`src/rtl/pc_pkg.sv`:
```
// Shared types and default vectors for the program-counter unit.
package pc_pkg;

    localparam logic [31:0] DEF_RESET_VECTOR = 32'h0000_0000;
    localparam logic [31:0] DEF_EXC_VECTOR   = 32'h8000_0180;

    typedef enum logic [2:0] {
        SEL_SEQ,
        SEL_BR,
        SEL_J,
        SEL_JR,
        SEL_RET,
        SEL_EXC,
        SEL_ERET,
        SEL_HOLD
    } pc_sel_t;

    typedef enum logic {
        RUN,
        EXC
    } mode_t;

endpackage

```
`src/rtl/pc_ctrl_if.sv`:
```
// Fetch-side control/status bundle of the PC unit; mode and sel are debug views.
interface pc_ctrl_if #(parameter int WIDTH = 32);
    import pc_pkg::*;

    // No handshake: every input is sampled on each rising edge and must be
    // stable before it; a new pc is visible one cycle after its select.
    logic             stall;
    logic             branch_taken;
    logic [WIDTH-1:0] branch_offset;
    logic             jump;
    logic [25:0]      jump_index;
    logic             jump_reg;
    logic [WIDTH-1:0] jump_reg_addr;
    logic             ret;
    logic             link;
    logic             exception;
    logic             eret;

    logic [WIDTH-1:0] pc;
    logic [WIDTH-1:0] pc_plus4;
    logic [WIDTH-1:0] epc;
    logic             exc_mode;
    logic             ras_empty;
    logic             ras_full;
    logic             misalign;
    mode_t            mode;
    pc_sel_t          sel;

    modport master (
        output stall, branch_taken, branch_offset, jump, jump_index,
               jump_reg, jump_reg_addr, ret, link, exception, eret,
        input  pc, pc_plus4, epc, exc_mode, ras_empty, ras_full, misalign,
               mode, sel
    );

    modport slave (
        input  stall, branch_taken, branch_offset, jump, jump_index,
               jump_reg, jump_reg_addr, ret, link, exception, eret,
        output pc, pc_plus4, epc, exc_mode, ras_empty, ras_full, misalign,
               mode, sel
    );

endinterface

```
`src/rtl/pc_ras.sv`:
```
// Circular return-address stack; a push when full overwrites the oldest entry.
module pc_ras #(
    parameter int WIDTH = 32,
    parameter int DEPTH = 4
) (
    input  logic             clk,
    input  logic             reset,
    input  logic             push,
    input  logic             pop,
    input  logic [WIDTH-1:0] data,
    output logic [WIDTH-1:0] top,
    output logic             empty,
    output logic             full
);

    localparam int PW = $clog2(DEPTH);
    localparam int CW = PW + 1;

    logic [WIDTH-1:0] mem [DEPTH];
    logic [PW-1:0]    ptr;
    logic [CW-1:0]    count;
    logic [PW-1:0]    wr_idx;
    logic             do_pop;

    assign empty  = (count == '0);
    assign full   = (count == CW'(DEPTH));
    assign top    = mem[ptr];
    assign do_pop = pop && !empty;
    // Push together with a real pop rewrites the current top in place.
    assign wr_idx = do_pop ? ptr : ptr + 1'b1;

    always_ff @(posedge clk or negedge reset) begin
        if (!reset) begin
            ptr   <= '0;
            count <= '0;
        end else if (push && !do_pop) begin
            ptr <= ptr + 1'b1;
            if (!full) count <= count + 1'b1;
        end else if (do_pop && !push) begin
            ptr   <= ptr - 1'b1;
            count <= count - 1'b1;
        end
    end

    always_ff @(posedge clk) begin
        if (push) mem[wr_idx] <= data;
    end

endmodule

```
`src/rtl/pc_ctrl.sv`:
```
// MIPS fetch program counter: priority next-PC mux, EPC, RUN/EXC mode FSM
// and a return-address stack for call/return prediction.
module pc_ctrl
    import pc_pkg::*;
#(
    parameter int               WIDTH        = 32,
    parameter logic [WIDTH-1:0] RESET_VECTOR = WIDTH'(DEF_RESET_VECTOR),
    parameter logic [WIDTH-1:0] EXC_VECTOR   = WIDTH'(DEF_EXC_VECTOR),
    parameter int               RAS_DEPTH    = 4
) (
    input  logic      clk,
    input  logic      reset,
    pc_ctrl_if.slave  bus
);

    logic [WIDTH-1:0] pc_reg;
    logic [WIDTH-1:0] epc_reg;
    logic [WIDTH-1:0] pc_plus4;
    logic [WIDTH-1:0] next_pc;
    logic [WIDTH-1:0] br_tgt;
    logic [WIDTH-1:0] j_tgt;
    logic [WIDTH-1:0] reg_tgt;
    logic [WIDTH-1:0] ras_top;
    mode_t            mode, mode_next;
    pc_sel_t          sel;
    logic             epc_load;
    logic             push, pop;
    logic             ras_empty, ras_full;
    logic             misalign_reg, misalign_next;
    logic             eret_ok;

    assign pc_plus4 = pc_reg + WIDTH'(4);
    assign br_tgt   = pc_plus4 + (bus.branch_offset << 2);
    // Region bits above 28 come from pc+4; the low 28 bits from the index.
    assign j_tgt    = (pc_plus4 & ~WIDTH'(28'hFFF_FFFF))
                    | WIDTH'({bus.jump_index, 2'b00});
    assign reg_tgt  = {bus.jump_reg_addr[WIDTH-1:2], 2'b00};
    assign eret_ok  = bus.eret && (mode == EXC);

    always_comb begin
        sel           = SEL_SEQ;
        next_pc       = pc_plus4;
        mode_next     = mode;
        epc_load      = 1'b0;
        push          = 1'b0;
        pop           = 1'b0;
        misalign_next = 1'b0;
        if (bus.exception) begin
            sel     = SEL_EXC;
            next_pc = EXC_VECTOR;
            if (mode == RUN) begin
                mode_next = EXC;
                epc_load  = 1'b1;
            end
        end else if (eret_ok) begin
            sel       = SEL_ERET;
            next_pc   = epc_reg;
            mode_next = RUN;
        end else if (bus.stall) begin
            sel     = SEL_HOLD;
            next_pc = pc_reg;
        end else begin
            push = bus.link;
            pop  = bus.ret;
            if (bus.ret && !ras_empty) begin
                sel     = SEL_RET;
                next_pc = ras_top;
            end else if (bus.ret || bus.jump_reg) begin
                sel           = bus.ret ? SEL_RET : SEL_JR;
                next_pc       = reg_tgt;
                misalign_next = |bus.jump_reg_addr[1:0];
            end else if (bus.jump) begin
                sel     = SEL_J;
                next_pc = j_tgt;
            end else if (bus.branch_taken) begin
                sel     = SEL_BR;
                next_pc = br_tgt;
            end
        end
    end

    always_ff @(posedge clk or negedge reset) begin
        if (!reset) begin
            pc_reg       <= RESET_VECTOR;
            epc_reg      <= '0;
            mode         <= RUN;
            misalign_reg <= 1'b0;
        end else begin
            pc_reg       <= next_pc;
            mode         <= mode_next;
            misalign_reg <= misalign_next;
            if (epc_load) epc_reg <= pc_reg;
        end
    end

    pc_ras #(
        .WIDTH (WIDTH),
        .DEPTH (RAS_DEPTH)
    ) u_ras (
        .clk   (clk),
        .reset (reset),
        .push  (push),
        .pop   (pop),
        .data  (pc_plus4),
        .top   (ras_top),
        .empty (ras_empty),
        .full  (ras_full)
    );

    assign bus.pc        = pc_reg;
    assign bus.pc_plus4  = pc_plus4;
    assign bus.epc       = epc_reg;
    assign bus.exc_mode  = (mode == EXC);
    assign bus.ras_empty = ras_empty;
    assign bus.ras_full  = ras_full;
    assign bus.misalign  = misalign_reg;
    assign bus.mode      = mode;
    assign bus.sel       = sel;

endmodule

```
`src/flat_wrapper.sv`:
```
// flat-port wrapper written by rule: the top's interface ports become plain ports
module pc_ctrl_flat import pc_pkg::*;
#(
    parameter int               WIDTH        = 32,
    parameter logic [WIDTH-1:0] RESET_VECTOR = WIDTH'(DEF_RESET_VECTOR),
    parameter logic [WIDTH-1:0] EXC_VECTOR   = WIDTH'(DEF_EXC_VECTOR),
    parameter int               RAS_DEPTH    = 4
)
  (clk, reset, bus_stall, bus_branch_taken, bus_branch_offset, bus_jump, bus_jump_index, bus_jump_reg, bus_jump_reg_addr, bus_ret, bus_link, bus_exception, bus_eret, bus_pc, bus_pc_plus4, bus_epc, bus_exc_mode, bus_ras_empty, bus_ras_full, bus_misalign, bus_mode, bus_sel);
  pc_ctrl_if #(.WIDTH(WIDTH)) bus_i ();
  input  logic clk;
  input  logic reset;
  input wire logic [$bits(bus_i.stall)-1:0] bus_stall;
  input wire logic [$bits(bus_i.branch_taken)-1:0] bus_branch_taken;
  input wire logic [$bits(bus_i.branch_offset)-1:0] bus_branch_offset;
  input wire logic [$bits(bus_i.jump)-1:0] bus_jump;
  input wire logic [$bits(bus_i.jump_index)-1:0] bus_jump_index;
  input wire logic [$bits(bus_i.jump_reg)-1:0] bus_jump_reg;
  input wire logic [$bits(bus_i.jump_reg_addr)-1:0] bus_jump_reg_addr;
  input wire logic [$bits(bus_i.ret)-1:0] bus_ret;
  input wire logic [$bits(bus_i.link)-1:0] bus_link;
  input wire logic [$bits(bus_i.exception)-1:0] bus_exception;
  input wire logic [$bits(bus_i.eret)-1:0] bus_eret;
  output wire logic [$bits(bus_i.pc)-1:0] bus_pc;
  output wire logic [$bits(bus_i.pc_plus4)-1:0] bus_pc_plus4;
  output wire logic [$bits(bus_i.epc)-1:0] bus_epc;
  output wire logic [$bits(bus_i.exc_mode)-1:0] bus_exc_mode;
  output wire logic [$bits(bus_i.ras_empty)-1:0] bus_ras_empty;
  output wire logic [$bits(bus_i.ras_full)-1:0] bus_ras_full;
  output wire logic [$bits(bus_i.misalign)-1:0] bus_misalign;
  output wire logic [$bits(bus_i.mode)-1:0] bus_mode;
  output wire logic [$bits(bus_i.sel)-1:0] bus_sel;
  assign bus_i.stall = bus_stall;
  assign bus_i.branch_taken = bus_branch_taken;
  assign bus_i.branch_offset = bus_branch_offset;
  assign bus_i.jump = bus_jump;
  assign bus_i.jump_index = bus_jump_index;
  assign bus_i.jump_reg = bus_jump_reg;
  assign bus_i.jump_reg_addr = bus_jump_reg_addr;
  assign bus_i.ret = bus_ret;
  assign bus_i.link = bus_link;
  assign bus_i.exception = bus_exception;
  assign bus_i.eret = bus_eret;
  assign bus_pc = bus_i.pc;
  assign bus_pc_plus4 = bus_i.pc_plus4;
  assign bus_epc = bus_i.epc;
  assign bus_exc_mode = bus_i.exc_mode;
  assign bus_ras_empty = bus_i.ras_empty;
  assign bus_ras_full = bus_i.ras_full;
  assign bus_misalign = bus_i.misalign;
  assign bus_mode = bus_i.mode;
  assign bus_sel = bus_i.sel;
  pc_ctrl #(.WIDTH(WIDTH), .RESET_VECTOR(RESET_VECTOR), .EXC_VECTOR(EXC_VECTOR), .RAS_DEPTH(RAS_DEPTH)) u_core (.clk(clk), .reset(reset), .bus(bus_i));
endmodule
```
`config.mk`:
```
export PLATFORM = sky130hd
export DESIGN_NAME = pc_ctrl_flat
export DESIGN_NICKNAME = d
export VERILOG_FILES = /design/src/rtl/pc_pkg.sv /design/src/rtl/pc_ctrl_if.sv /design/src/rtl/pc_ras.sv /design/src/rtl/pc_ctrl.sv /design/src/flat_wrapper.sv
export SDC_FILE = /design/constraint.sdc
export NUM_CORES = 1
export LEC_CHECK = 0
export BUFFER_PORTS_ARGS = -buffer_cell sky130_fd_sc_hd__buf_4
export CAP_MARGIN = 0
export CORE_UTILIZATION = 48
export CTS_CLUSTER_DIAMETER = 200
export DETAILED_ROUTE_END_ITERATION = 8
export HOLD_SLACK_MARGIN = 0.15
export PLACE_DENSITY = 0.7
export SLEW_MARGIN = 20
export SYNTH_ARGS = -nofsm -noshare
export SYNTH_HDL_FRONTEND = slang
export SYNTH_SLANG_ARGS = --single-unit
```
`constraint.sdc`:
```
create_clock -name clk -period 6.1 [get_ports clk]
set_input_delay 0.915 -clock clk [delete_from_list [all_inputs] [get_ports clk]]
set_output_delay 0.915 -clock clk [all_outputs]
set_load 0.03 [all_outputs]
```
### Yosys cells after proc, flatten, opt, wreduce, memory -nomap -nowiden

Memory sizes are Yosys's and may differ from the RTL's.
Index checks and enable logic that the tools add are counted.
W data, S select, Z words.

| operators by class | value |
|---|---|
| div/mod/pow operators | 0 |
| reduce and logical (&&, ||, !) cells | 14 |
| equality and inequality tests | 3 |
| order comparisons | 0 |
| $mul | 0 |
| $add $sub $neg | 6 |
| muxes and demuxes | 38 |
| shift operators | 0 |
| bitwise operators | 1 |

Operators by type and width:

| cell | number |
|---|---|
| $mux W32 | 7 |
| $add A32 B3 Y32 const B | 1 |
| $add A32 B32 Y32 | 1 |
| $or A32 B28 Y32 | 1 |
| $mux W3 | 10 |
| $mux W1 | 18 |
| $mux W2 | 3 |
| $logic_and A1 B1 Y1 | 5 |
| $reduce_bool A2 Y1 | 2 |
| $add A3 B1 Y3 const B | 1 |
| $eq A3 B3 Y1 const B | 1 |
| $logic_not A1 Y1 | 3 |
| $logic_not A3 Y1 | 1 |
| $ne A3 B1 Y1 const B | 1 |
| $sub A3 B1 Y3 const B | 1 |
| $add A2 B1 Y2 const B | 1 |
| $ne A2 B2 Y1 const B | 1 |
| $reduce_and A2 Y1 | 1 |
| $reduce_or A2 Y1 | 1 |
| $sub A2 B1 Y2 const B | 1 |
| $logic_or A1 B1 Y1 | 1 |

| word-level totals | value |
|---|---|
| RAM bits | 128 |
| latch bits | 0 |
| ROM bits | 0 |
| memories | 1 |
| bits in registers | 71 |
| output and inout port bits | 104 |
| word-level logic and storage cells | 69 |

Memory list:

| memory | depth | bits a word | read ports | clocked after Yosys merged registers in | wr ports | line | RTL |
|---|---|---|---|---|---|---|---|
| u_core.u_ras.mem | 4 | 32 | 1 | 0 | 1 | pc_ras.sv:19 | `logic [WIDTH-1:0] mem [DEPTH];` |

### Depth between registers and ports, before layout

| depth | value |
|---|---|
| depth in word-level cells | 9 |
| mapped depth | 16 |

### Cells and area by module

Synthesis repeated with hierarchy kept, for this count alone.

| second synthesis, totals | value |
|---|---|
| cells, all modules | 957 |
| area total of the unflattened synthesis | 11175.7 µm² |

Modules (own cells, without submodules):

| module | instances | seq. area each (µm²) | area each (µm²) | cells an instance |
|---|---|---|---|---|
| pc_ctrl | 1 | 1651.6 | 6139.6 | 747 |
| pc_ras | 1 | 3968.8 | 5036.1 | 210 |

### Least setup slack after synthesis

Ideal clock, no wire load.

| timing | value |
|---|---|
| kind | reg2reg |
| start | reg u_core.u_ras.count[0] |
| end | mem u_core.u_ras.mem[1][0], enable pin |
| required time | 5.587 ns |
| arrival | 5.398 ns |
| clock period less this slack | 5.911 ns |
| slack | 0.189 ns |
| path buffers | 2 |
| stages on the path, launching flop included | 7 |
| cells stage by stage | dfrtp_1 nor3_1 nand2b_1 clkbuf_1 clkbuf_1 nor2_1 nor4b_1 |

| between the ends | value |
|---|---|
| word-level cells in the longest chain between the ends | 4 |

RTL lines:

| what | line | RTL |
|---|---|---|
| from (decl) | pc_ras.sv:21 | `logic [CW-1:0] count;` |
| from (signal assigned) | pc_ras.sv:38 | `if (!full) count <= count + 1'b1;` |
| from (signal assigned) | pc_ras.sv:41 | `count <= count - 1'b1;` |
| $logic_not A3 Y1 | pc_ras.sv:25 | `assign empty = (count == '0);` |
| net bus_ras_empty | flat_wrapper.sv:28 | `output wire logic [$bits(bus_i.ras_empty)-1:0] bus_ras_empty;` |
| $logic_not A1 Y1 | pc_ras.sv:28 | `assign do_pop = pop && !empty;` |
| $logic_and A1 B1 Y1 | pc_ras.sv:28 |  |
| $mux W2 | pc_ras.sv:30 | `assign wr_idx = do_pop ? ptr : ptr + 1'b1;` |
| to (decl) | pc_ras.sv:19 |  |

The timed path passes the listed nets, and every way through them passes these cells.

### Worst setup path after layout

| timing | value |
|---|---|
| start | reg u_core.pc_reg[4] (netlist: u_core.bus.pc[4]) |
| end | reg u_core.pc_reg[29] (netlist: u_core.bus.pc[29]) |

| between the ends | value |
|---|---|
| word-level cells in the longest chain between the ends | 9 |
| elaborated cells on any way between the ends | 10 |
| those cells by class | 2 x add/sub; 7 x mux; 1 x bitwise |

RTL lines:

| what | line | RTL |
|---|---|---|
| from (decl) | pc_ctrl.sv:16 | `logic [WIDTH-1:0] pc_reg;` |
| from (signal assigned) | pc_ctrl.sv:89 | `pc_reg <= next_pc;` |
| $add A32 B3 Y32 * | pc_ctrl.sv:32 | `assign pc_plus4 = pc_reg + WIDTH'(4);` |
| $add A32 B32 Y32 | pc_ctrl.sv:33 | `assign br_tgt = pc_plus4 + (bus.branch_offset << 2);` |
| $mux W32 | pc_ctrl.sv:75 | `end else if (bus.branch_taken) begin` |
| $mux W32 * | pc_ctrl.sv:72 | `end else if (bus.jump) begin` |
| $mux W32 * | pc_ctrl.sv:68 | `end else if (bus.ret \|\| bus.jump_reg) begin` |
| $mux W32 * | pc_ctrl.sv:65 | `if (bus.ret && !ras_empty) begin` |
| $mux W32 * | pc_ctrl.sv:59 | `end else if (bus.stall) begin` |
| $mux W32 * | pc_ctrl.sv:55 | `end else if (eret_ok) begin` |
| $mux W32 * | pc_ctrl.sv:48 | `if (bus.exception) begin` |

Every way passes the cells marked *; elsewhere a longest branch is shown, timed or not. The select of a mux whose other input is x is not followed.
A chain may end at the register's enable or synchronous reset.

==> impl_metrics.xml <==
<?xml version="1.0" encoding="UTF-8"?>
<metrics>
  <group name="placed_design">
    <metric name="place.detailed.instances" unit="">1455</metric>
    <metric name="numPortBuffers" unit="">201</metric>
    <metric name="hpwl" unit="um">25900</metric>
    <metric name="finalWeightedCongestion" unit="">0.938</metric>
  </group>
  <group name="timing">
    <metric name="max_freq" unit="GHz">0.213</metric>
    <metric name="setup_tns" unit="ns">0</metric>
    <metric name="worst_pin_slew" unit="ns">1.04</metric>
    <metric name="worst_clock_skew" unit="ns">0.0144</metric>
    <metric name="rsz_0062_raised_after_global_routing" unit="">false</metric>
    <metric name="hold_viol_final" unit="">0</metric>
    <metric name="final-max-slew-violation-count" unit="">0</metric>
    <metric name="setup_viol" unit="">0</metric>
    <metric name="max_slew_margin" unit="%">30.8</metric>
    <metric name="timing.final.crit_share" unit="%">77.0</metric>
    <metric name="final_critical_path_time_including_i_o_delays_and_setup" unit="ns">4.70</metric>
    <metric name="final.hold.worst_slack" unit="ns">0.517</metric>
  </group>
  <group name="worst_setup_path">
    <metric name="path_max_fanout" unit="">8</metric>
    <metric name="critPathArrivalTime" unit="ns">5.05</metric>
    <metric name="crit_path_start_kind" unit="">register</metric>
    <metric name="cell_by_cell_listing_of_the_critical_path" unit="">nand4_4 &gt; nor4_4 &gt; and2_1 &gt; nand2_1 &gt; xnor2_1 &gt; ha_1 &gt; nand2_2 &gt; nor4_1 &gt; nand2b_1 &gt; a211oi_1 &gt; o211ai_1 &gt; and3b_1 &gt; or3_1 &gt; a31oi_1</metric>
    <metric name="timing.critical_path.buf_inv" unit="">0</metric>
    <metric name="regToRegStartpoint" unit="">u_core.bus.pc[4]</metric>
    <metric name="crit_path_end_kind" unit="">register</metric>
    <metric name="cpPeakStageDelay" unit="ns">0.74</metric>
    <metric name="critPathKind" unit="">register to register</metric>
    <metric name="r2r-end" unit="">u_core.bus.pc[29]</metric>
    <metric name="critical-path-top-delay-family" unit="">simple AND/OR/NAND/NOR gates</metric>
    <metric name="cpMaxStageDelayCell" unit="">sky130_fd_sc_hd__xnor2_1</metric>
    <metric name="critical_path_required" unit="ns">6.45</metric>
    <metric name="worstRegToRegCells" unit="">14</metric>
    <metric name="reg2reg_setup_slack" unit="ns">1.40</metric>
  </group>
  <group name="min_path">
    <metric name="min_path_type" unit="">register to register</metric>
    <metric name="hold_path_end" unit="">u_core.u_ras.count[2]</metric>
    <metric name="hold-path-cell-count" unit="">1</metric>
    <metric name="hold_sp" unit="">u_core.u_ras.count[2]</metric>
  </group>
  <group name="flow_run">
    <metric name="max_cap_violations" unit="">0</metric>
  </group>
  <group name="finish">
    <metric name="fillerInstances" unit="">1869</metric>
    <metric name="area_growth_syn_to_layout" unit="%">21.7</metric>
    <metric name="largest_reg_flops" unit="">128</metric>
    <metric name="final_nets" unit="">1301</metric>
    <metric name="antennaDiodeCount" unit="">0</metric>
    <metric name="stdcell_count" unit="">1487</metric>
    <metric name="final_layout_size_suffix_gt1_share" unit="%">29.0</metric>
  </group>
  <group name="yosys">
    <metric name="synth.lib_cells_used.distinct" unit="">87</metric>
    <metric name="yosysSeqAreaShare" unit="%">50.1</metric>
    <metric name="synth_enable_flop_cells" unit="">128</metric>
    <metric name="syn_inst" unit="">975</metric>
    <metric name="async_reset_ff_share" unit="%">35.7</metric>
    <metric name="mappedNetlistNets" unit="">1115</metric>
    <metric name="post_synth_instance_area" unit="um2">11200</metric>
    <metric name="syn_avg_cell_area" unit="um2">11.5</metric>
    <metric name="ys_dominant_reg_cell" unit="">sky130_fd_sc_hd__edfxtp_1</metric>
    <metric name="yosys_register_bits" unit="">199</metric>
    <metric name="synth_largest_area_cell" unit="">sky130_fd_sc_hd__edfxtp_1</metric>
    <metric name="post_synth_main_area_contributors" unit="">sky130_fd_sc_hd__edfxtp_1, sky130_fd_sc_hd__dfrtp_1, sky130_fd_sc_hd__mux4_2</metric>
    <metric name="synthDominantCellAreaShare" unit="%">34.3</metric>
    <metric name="yosys_warnings" unit="">0</metric>
  </group>
  <group name="drt">
    <metric name="post-route-drc-count" unit="">0</metric>
    <metric name="wire_per_inst" unit="um">24.6</metric>
    <metric name="viasPerCell" unit="">6.28</metric>
    <metric name="drtAntennaViolNets" unit="">0</metric>
    <metric name="route.final.wire_length" unit="um">36500</metric>
    <metric name="route.vias.total" unit="">9337</metric>
    <metric name="first_pass_iters" unit="">6</metric>
    <metric name="drt_iter0_markers" unit="">984</metric>
  </group>
  <group name="power">
    <metric name="power_density" unit="nW/um2">357</metric>
    <metric name="peakVddDrop" unit="V">0.000203</metric>
    <metric name="leakagePower" unit="nW">5.56</metric>
    <metric name="finalPower" unit="mW">4.87</metric>
  </group>
  <group name="grt">
    <metric name="grt.overflow.total" unit="">0</metric>
    <metric name="grt_antenna_before_repair" unit="">0</metric>
    <metric name="number_of_global_route_vias_before_repair" unit="">9155</metric>
    <metric name="global_route.usage.total" unit="%">31.3</metric>
    <metric name="pin_count_of_the_biggest_net_entering_global_routing" unit="">72</metric>
    <metric name="grt_first_pass_wirelength" unit="um">54800</metric>
  </group>
  <group name="die">
    <metric name="placement_rows" unit="">55</metric>
    <metric name="fp.coreArea" unit="um2">22800</metric>
    <metric name="die_width" unit="um">155</metric>
    <metric name="floorplan.die_area" unit="um2">24000</metric>
    <metric name="fp.dieH" unit="um">155</metric>
    <metric name="start_util" unit="%">49.2</metric>
    <metric name="io_pins" unit="">204</metric>
  </group>
  <group name="clock_network">
    <metric name="clock_sinks" unit="">199</metric>
    <metric name="clkLatencyLatePin" unit="ns">0.45</metric>
    <metric name="clk_transition_reported_paths" unit="ns">0.08</metric>
    <metric name="cts_tree" unit="">done</metric>
    <metric name="holdBufCountCts" unit="">0</metric>
    <metric name="htree_num_levels" unit="">4</metric>
    <metric name="tritoncts.num_buffers" unit="">17</metric>
    <metric name="post_cts_resized" unit="">0</metric>
    <metric name="postCtsSetupBuffers" unit="">0</metric>
    <metric name="ctsRootBufferMaster" unit="">sky130_fd_sc_hd__clkbuf_16</metric>
    <metric name="clockBufferDepth" unit="">2</metric>
  </group>
  <group name="status">
    <metric name="run_status" unit="">finished, final reports clean</metric>
  </group>
</metrics>
worst max-delay path by stage:
stage / startpoint / to / slack, ns / cells after the start
3_3_place_gp: u_core.bus.pc[4] / u_core.bus.pc[29] / 1.70 / 14
3_5_place_dp: u_core.bus.pc[4] / u_core.bus.pc[29] / 1.57 / 14
6_report: u_core.bus.pc[4] / u_core.bus.pc[29] / 1.40 / 14
5_1_grt: u_core.bus.pc[4] / u_core.bus.pc[29] / 1.23 / 14
4_1_cts: u_core.bus.pc[4] / u_core.bus.pc[29] / 1.52 / 14
2_1_floorplan: u_core.u_ras.count[0] / u_core.u_ras.mem[1][0] / 0.19 / 6
cell usage after synthesis, types with 20 or more instances:
library cell                 n
sky130_fd_sc_hd__inv_1      21
sky130_fd_sc_hd__nand3_1    29
sky130_fd_sc_hd__nand2_1    76
sky130_fd_sc_hd__a21oi_1    66
sky130_fd_sc_hd__nor2_1     73
sky130_fd_sc_hd__ha_1       38
sky130_fd_sc_hd__a211oi_1   20
sky130_fd_sc_hd__edfxtp_1  128
sky130_fd_sc_hd__xor2_1     24
sky130_fd_sc_hd__mux2_2     30
sky130_fd_sc_hd__mux4_2     32
sky130_fd_sc_hd__dfrtp_1    71
sky130_fd_sc_hd__clkbuf_1   36
sky130_fd_sc_hd__o21ai_0    51
sky130_fd_sc_hd__xnor2_1    26
stage by stage:
stage / instance area [um2] / setup slack, ns / util, %
after floorplan: 11200 / 0.189 / -
after detailed placement: 13000 / 1.57 / 57.3
after global placement: 13000 / 1.70 / 57.3
final: 13700 / 1.40 / 59.9
after global routing: 13700 / 1.23 / 59.9
after CTS: 13700 / 1.52 / 59.9
layout make-up:
type	count	area, um2	share of cell area [%]
clock buffer	19	454	3.33
clock inverter	13	151	1.11
multi-input combinational	704	5320	39.0
tap	313	392	2.87
inverter	22	82.6	0.605
timing repair buffer	217	1630	11.9
sequential	199	5620	41.2
layout by cell type, fill, tap and decap left out, drive strengths merged, types with 29 or more instances in the layout:
master / count
a21oi: 67
buf: 217
dfrtp: 71
edfxtp: 128
ha: 38
mux2: 31
mux4: 32
nand2: 79
nand3: 29
nor2: 74
o21ai: 60
power breakdown:
group          internal, mW  total [mW]  switching (mW)
clock                 0.575        1.15           0.578
sequential             1.62        1.82           0.195
combinational         0.763        1.90            1.14
total                  2.96        4.87            1.91
per-layer routing:
metal | vias up | part of all wire (%) | GRT usage [%]
met5 | - | 0 | 0
met4 | 0 | 3.0 | 11.7
met3 | 70 | 11 | 7.99
met2 | 550 | 46 | 48.2
met1 | 4596 | 40 | 42.7
li1 | 4121 | - | -
worst register-to-register path: cells and delay by family (launching register included):
kind	cells	cell delay, ns
and+or+nand+nor	9	2.16
AOI/OAI and AO/OA	3	0.83
xor gates and xnor gates	1	0.74
DFF	1	0.53
adders and majority gates	1	0.34
kinds of logic (layout without fill, tap and decap cells):
kind of cell / count (synthesis) / in the layout / synth area share [%]
compound gates: 268 / 268 / 16.1
xor+xnor: 51 / 51 / 4.05
fa+ha+maj: 40 / 40 / 4.60
buf+inv: 72 / 271 / 2.72
flops: 199 / 199 / 50.1
mux: 70 / 70 / 10.2
simple gates: 275 / 275 / 12.2
(Power assumes the default switching activity.)
